### config.mk
export PLATFORM = sky130hd
export DESIGN_NAME = mvm_param_flat
export DESIGN_NICKNAME = d
export VERILOG_FILES = /design/src/rtl/mvm_pkg.sv /design/src/rtl/mvm_param_if.sv /design/src/rtl/mvm_mac.sv /design/src/rtl/mvm_param.sv /design/src/flat_wrapper.sv
export SDC_FILE = /design/constraint.sdc
export NUM_CORES = 1
export LEC_CHECK = 0
export CAP_MARGIN = 20
export CELL_PAD_IN_SITES_DETAIL_PLACEMENT = 1
export CELL_PAD_IN_SITES_GLOBAL_PLACEMENT = 1
export CORE_ASPECT_RATIO = 0.6
export CORE_UTILIZATION = 47
export DETAILED_ROUTE_END_ITERATION = 12
export MAX_ROUTING_LAYER = met4
export PLACE_DENSITY = 0.88
export SLEW_MARGIN = 20
export SYNTH_ARGS = -nofsm -noshare
export SYNTH_HDL_FRONTEND = slang
export SYNTH_SLANG_ARGS = --single-unit
### constraint.sdc
create_clock -name clk -period 7.15 [get_ports clk]
set_input_delay 1.7875 -clock clk [delete_from_list [all_inputs] [get_ports clk]]
set_output_delay 1.7875 -clock clk [all_outputs]
set_load 0.005 [all_outputs]
### src/rtl/mvm_pkg.sv
// Shared types and arithmetic helpers for the parametrised matrix-vector unit.
package mvm_pkg;

   typedef enum logic [1:0] {LOAD, COMP, OUT} state_t;

   // Accumulator width that holds N full-width products plus a bias without overflow
   function automatic int accw(input int iw, input int n);
      return 2*iw + $clog2(n) + 1;
   endfunction

   function automatic logic signed [63:0] post(input logic signed [63:0] v,
                                               input int ow, input bit sat, input bit relu);
      logic signed [63:0] maxV, minV, res;
      maxV = (64'sd1 <<< (ow-1)) - 64'sd1;
      minV = -(64'sd1 <<< (ow-1));
      if (sat) res = (v > maxV) ? maxV : ((v < minV) ? minV : v);
      else     res = (v <<< (64-ow)) >>> (64-ow);
      if (relu && (res < 0)) res = '0;
      return res;
   endfunction

endpackage

### src/rtl/mvm_param_if.sv
// Valid/ready streams of the matrix-vector unit; slave is the block's view, master the environment's.
interface mvm_param_if #(
   parameter int IW = 8,
   parameter int OW = 16
);
   logic                 s_valid;
   logic                 s_ready;
   logic signed [IW-1:0] data_in;
   logic                 m_valid;
   logic                 m_ready;
   logic signed [OW-1:0] data_out;

   modport slave  (input s_valid, m_ready, data_in, output s_ready, m_valid, data_out);
   modport master (output s_valid, m_ready, data_in, input s_ready, m_valid, data_out);
endinterface

### src/rtl/mvm_mac.sv
// Signed multiply-accumulate: loads a bias or adds one product per enabled cycle.
module mvm_mac
   import mvm_pkg::*;
#(
   parameter int IW = 8,
   parameter int AW = 19
) (
   input  logic                 clk,
   input  logic                 reset,
   input  logic                 i_load,
   input  logic                 i_acc,
   input  logic signed [AW-1:0] i_bias,
   input  logic signed [IW-1:0] i_a,
   input  logic signed [IW-1:0] i_b,
   output logic signed [AW-1:0] o_nextSum
);
   logic signed [AW-1:0]   r_acc;
   logic signed [2*IW-1:0] w_prod;

   assign w_prod    = i_a * i_b;
   assign o_nextSum = r_acc + AW'(w_prod);

   always_ff @(posedge clk or negedge reset) begin
      if (!reset)      r_acc <= '0;
      else if (i_load) r_acc <= i_bias;
      else if (i_acc)  r_acc <= o_nextSum;
   end
endmodule

### src/rtl/mvm_param.sv
// Streaming y = M*x + b: buffers one frame, then emits N results computed with one MAC per cycle.
module mvm_param
   import mvm_pkg::*;
#(
   parameter int N       = 3,
   parameter int IW      = 8,
   parameter int OW      = 16,
   parameter int BIAS_EN = 1,
   parameter int SAT_EN  = 1,
   parameter int RELU_EN = 0
) (
   input logic        clk,
   input logic        reset,
   mvm_param_if.slave bus
);
   localparam int AW = accw(IW, N);
   localparam int L  = N*N + N*(1 + BIAS_EN);
   localparam int LB = N*N + 2*N;
   localparam int BW = $clog2(LB);
   localparam int RW = $clog2(N);

   state_t               r_state, w_nextState;
   logic signed [IW-1:0] r_buf [LB];
   logic [BW-1:0]        r_cnt, r_mPtr, w_xIdx, w_biasIdx;
   logic [RW-1:0]        r_row, r_col;
   logic [OW-1:0]        r_dataOut;
   logic signed [AW-1:0] w_bias, w_nextSum;
   logic                 w_accept, w_lastWord, w_lastCol, w_lastRow, w_outHs, w_loadAcc;

   assign w_accept   = bus.s_valid && bus.s_ready;
   assign w_lastWord = (r_cnt == BW'(L-1));
   assign w_lastCol  = (r_col == RW'(N-1));
   assign w_lastRow  = (r_row == RW'(N-1));
   assign w_outHs    = bus.m_valid && bus.m_ready;
   assign w_loadAcc  = (w_accept && w_lastWord) || (w_outHs && !w_lastRow);

   // Matrix is walked linearly by r_mPtr; bias slot is row 0 at frame end, else the next row
   assign w_xIdx    = BW'(N*N) + BW'(r_col);
   assign w_biasIdx = (r_state == LOAD) ? BW'(N*N + N) : BW'(N*N + N + 1) + BW'(r_row);
   assign w_bias    = (BIAS_EN != 0) ? AW'(r_buf[w_biasIdx]) : '0;
   assign bus.data_out = r_dataOut;

   mvm_mac #(.IW(IW), .AW(AW)) u_mac (
      .clk       (clk),
      .reset     (reset),
      .i_load    (w_loadAcc),
      .i_acc     (r_state == COMP),
      .i_bias    (w_bias),
      .i_a       (r_buf[r_mPtr]),
      .i_b       (r_buf[w_xIdx]),
      .o_nextSum (w_nextSum)
   );

   always_ff @(posedge clk or negedge reset) begin
      if (!reset) r_state <= LOAD;
      else        r_state <= w_nextState;
   end

   always_comb begin
      w_nextState = r_state;
      case (r_state)
         LOAD:    if (w_accept && w_lastWord) w_nextState = COMP;
         COMP:    if (w_lastCol) w_nextState = OUT;
         OUT:     if (w_outHs) w_nextState = w_lastRow ? LOAD : COMP;
         default: w_nextState = LOAD;
      endcase
   end

   // s_ready stays low while reset is held even though the state already reads LOAD
   always_comb begin
      bus.s_ready = 1'b0;
      bus.m_valid = 1'b0;
      case (r_state)
         LOAD:    bus.s_ready = reset;
         OUT:     bus.m_valid = 1'b1;
         default: ;
      endcase
   end

   always_ff @(posedge clk or negedge reset) begin
      if (!reset) begin
         for (int i = 0; i < LB; i++) r_buf[i] <= '0;
         r_cnt     <= '0;
         r_mPtr    <= '0;
         r_row     <= '0;
         r_col     <= '0;
         r_dataOut <= '0;
      end else begin
         if (w_accept) begin
            r_buf[r_cnt] <= bus.data_in;
            r_cnt        <= w_lastWord ? '0 : r_cnt + BW'(1);
         end
         if (w_accept && w_lastWord) begin
            r_row  <= '0;
            r_col  <= '0;
            r_mPtr <= '0;
         end
         if (r_state == COMP) begin
            r_col  <= r_col + RW'(1);
            r_mPtr <= r_mPtr + BW'(1);
            if (w_lastCol) r_dataOut <= OW'(post(64'(w_nextSum), OW, SAT_EN != 0, RELU_EN != 0));
         end
         if (w_outHs && !w_lastRow) begin
            r_row <= r_row + RW'(1);
            r_col <= '0;
         end
      end
   end
endmodule
### src/flat_wrapper.sv
// flat-port wrapper written by rule: the top's interface ports become plain ports
module mvm_param_flat import mvm_pkg::*;
#(
   parameter int N       = 3,
   parameter int IW      = 8,
   parameter int OW      = 16,
   parameter int BIAS_EN = 1,
   parameter int SAT_EN  = 1,
   parameter int RELU_EN = 0
)
  (clk, reset, bus_s_valid, bus_m_ready, bus_data_in, bus_s_ready, bus_m_valid, bus_data_out);
  mvm_param_if #(.IW(IW), .OW(OW)) bus_i ();
  input logic clk;
  input logic reset;
  input wire logic [$bits(bus_i.s_valid)-1:0] bus_s_valid;
  input wire logic [$bits(bus_i.m_ready)-1:0] bus_m_ready;
  input wire logic [$bits(bus_i.data_in)-1:0] bus_data_in;
  output wire logic [$bits(bus_i.s_ready)-1:0] bus_s_ready;
  output wire logic [$bits(bus_i.m_valid)-1:0] bus_m_valid;
  output wire logic [$bits(bus_i.data_out)-1:0] bus_data_out;
  assign bus_i.s_valid = bus_s_valid;
  assign bus_i.m_ready = bus_m_ready;
  assign bus_i.data_in = bus_data_in;
  assign bus_s_ready = bus_i.s_ready;
  assign bus_m_valid = bus_i.m_valid;
  assign bus_data_out = bus_i.data_out;
  mvm_param #(.N(N), .IW(IW), .OW(OW), .BIAS_EN(BIAS_EN), .SAT_EN(SAT_EN), .RELU_EN(RELU_EN)) u_core (.clk(clk), .reset(reset), .bus(bus_i));
endmodule
==> impl_metrics.csv <==
group,metric,value,unit
timing,worst_clock_skew,11.0,ps
route,ant_nets,0,
grt,grt.overflow.total,0,
timing,setup_ws,112,ps
place,gp_congestion,0.909,
synthesis,yosysWarningCount,0,
grt,grt_usage,0.326,
setup_path,cp-start-kind,"register",
setup_path,cp_top_family,"adder cells",
setup_path,slowest_delay,590,ps
synthesis,syn_inst,1065,
route,route.detailed.drc,0,
setup_path,critPathMaxFanout,23,
timing,timing.final.crit_share,0.984,
synthesis,synth-edff-count,0,
clocking,root_buffer,"clkbuf_16",
final_layout,n_antenna_cell,0,
synthesis,ys_seq_area_frac,0.347,
final_layout,syn2layout_area_growth,13.9,%
clocking,htree_levels,4,
grt,antenna_found_initial,1,
setup_path,r2r_cells,22,
place,portBuffers,29,
route,wl,41.4,mm
worst_hold_path,hold_depth,1,
final_layout,nNetsFinal,1249,
synthesis,synthArstFlopShare,1.00,
route,dr.first_iter.drc_count,1137,
die,row_count,45,
final_layout,final_cells,1469,
timing,finalCriticalPeriod,7040,ps
route,wl_per_cell,28.2,um
timing,hold_ws,508,ps
clocking,cts_buffers,17,
die,start_util,0.480,
setup_path,cp.required,7460,ps
die,core,25400,um2
clocking,clockBufferDepth,2,
route,first_pass_iters,5,
place,place_ws,-91.0,ps
setup_path,ff2ff_setup_slack,110,ps
synthesis,syn_nets,1210,
die,io_pins,30,
setup_path,r2r_end,"u_core.bus.data_out[8]",
setup_path,arrival,7350,ps
route,vias,9420,
run,max_cap_violations,0,
clocking,cts_tree,"built",
worst_hold_path,hold_path.startpoint,"u_core.r_buf[57]",
synthesis,ys_types,61,
timing,slew_headroom,0.351,
worst_hold_path,worstHoldEndpoint,"u_core.r_buf[57]",
clocking,clkTransAtPathRegs,70,ps
setup_path,worst_path_max_delay_cell,"fa_1",
synthesis,yosysTopAreaCell,"dfrtp_1",
clocking,clock_latency,450,ps
setup_path,path_class,"reg2reg",
synthesis,synthesis.area,12200,um2
synthesis,synth-seq-cells,169,
worst_hold_path,holdCritPathClass,"reg2reg",
grt,grt_pass1_vias,9767,
grt,grt_max_degree,76,
synthesis,netlist.area_leader.share,0.347,
timing,tightest_slew,974,ps
final_layout,layout_common_cells,"dfrtp_1, mux2_2, nand2_1, inv_1, fa_1",
timing,finalSetupViolCount,0,
grt,grt_pass1_wl,62.0,mm
setup_path,cp_num_buf_inv,5,
final_layout,final_common_cell,"dfrtp_1",
die,fp.dieW,210,um
synthesis,netlist_top_cells_area,"dfrtp_1, fa_1, mux2_2, mux4_2, ha_1",
place,hpwl,28.7,mm
timing,max_freq,142,MHz
timing,hold_violations,0,
timing,drv_slew,0,
setup_path,cpMostUsedCell,"fa_1",
synthesis,syn-mean-instance-area,11.4,um2
setup_path,crit_path_end_kind,"register",
die,dieArea,26600,um2
place,dp.cells,1415,
synthesis,ys.flop_type,"dfrtp_1",
route,via_per_inst,6.41,
clocking,numClockSinks,169,
die,die_h,127,um
run_status,status,"finished, final reports clean",
setup_path,timing.rr.start,"u_core.r_col[0]",
final_layout,drive_gt1_frac,0.281,
setup_path,crit_chain,"buf_12, ha_2, buf_4, mux4_2, mux2i_1, buf_4, nand2b_1, fa_1, fa_1, inv_1, fa_1, fa_1, fa_1, ha_1, o21ai_0, o21ai_1, nand3_1, a211oi_4, or3_1, o311ai_4, buf_6, a32oi_2",
==> metrics by stage <==
step                      utilization  setup TNS, ps  cell area, um2
final                           0.547              0           13900
after global routing            0.547          -1270           13900
after CTS                       0.533              0           13500
after detailed placement        0.508           -957           12900
after global placement          0.508              0           12900
after floorplan                     -              0           12200
==> what timing repair did <==
action / in CTS / in global routing
hold buffers: 0 / 0
endpoints found under the setup margin: 15 / 20
pin swaps: 1 / 5
cloned: 0 / 1
buffers inserted: 2 / 19
gates resized for setup: 4 / 36
==> cell families after synthesis <==
family,Yosys count,share of synthesized area
DFF,169,0.347
muxes,182,0.201
AOI/OAI and AO/OA,189,0.110
and+or+nand+nor,223,0.0900
adders and majority gates,133,0.188
xor gates and xnor gates,19,0.0148
buffers and inverters,150,0.0492
==> synth_stat cells, types with 3 or more instances <==
master,instances
o21ai_1,4
a32oi_1,4
mux4_2,37
nor2b_1,22
a21o_1,9
o22ai_1,8
or3_1,3
a211oi_1,5
buf_2,8
inv_1,93
nor2_1,42
o211ai_1,4
fa_1,84
nand2_1,102
nand3_1,8
nor2_2,7
nand2b_1,11
xnor2_1,13
clkbuf_1,37
and3_1,3
a22oi_1,19
o21ai_0,48
and2_1,3
or2_1,3
xor2_1,5
a311oi_1,7
mux2_2,129
ha_1,49
nor3_1,6
a32oi_2,11
a31oi_1,10
buf_4,3
mux2i_1,16
buf_1,6
o21ai_2,3
a211oi_2,4
a21oi_1,42
dfrtp_1,169
==> state kept, by name, indices dropped and copies added, names as in the netlist <==
signal	cells
u_core.r_cnt	4
u_core.r_mPtr	4
u_core.u_mac.r_acc	19
u_core.r_col	2
u_core.bus.data_out	16
u_core.r_buf	120
u_core.r_state	2
u_core.r_row	2
==> routing by layer <==
metal  share of wire  global-route usage
met5               0                   -
met4           0.031              0.0902
met3            0.11               0.106
met2            0.44               0.458
met1            0.41               0.450
==> area by class of cell <==
type,instances,area (um2)
Clock buffer,18,439
Fill cell,2604,11500
Clock inverter,14,159
Multi-Input combinational cell,746,7530
Timing Repair Buffer,76,727
Sequential cell,169,4230
Tap cell,352,440
Inverter,94,353
==> worst max path at each step <==
stage	start	to	slack (ps)	depth (start not counted)
after floorplan	u_core.r_col[0]	u_core.bus.data_out[10]	30	25
after global placement	u_core.r_mPtr[0]	u_core.bus.data_out[14]	180	23
after detailed placement	u_core.r_mPtr[0]	u_core.bus.data_out[0]	-90	23
after CTS	u_core.r_mPtr[0]	u_core.bus.data_out[8]	10	24
after global routing	u_core.r_col[0]	u_core.bus.data_out[8]	-100	22
final	u_core.r_col[0]	u_core.bus.data_out[8]	110	22
Power is not shown: default switching activity piles up to over one toggle a cycle in this logic, so the estimate is an artifact.
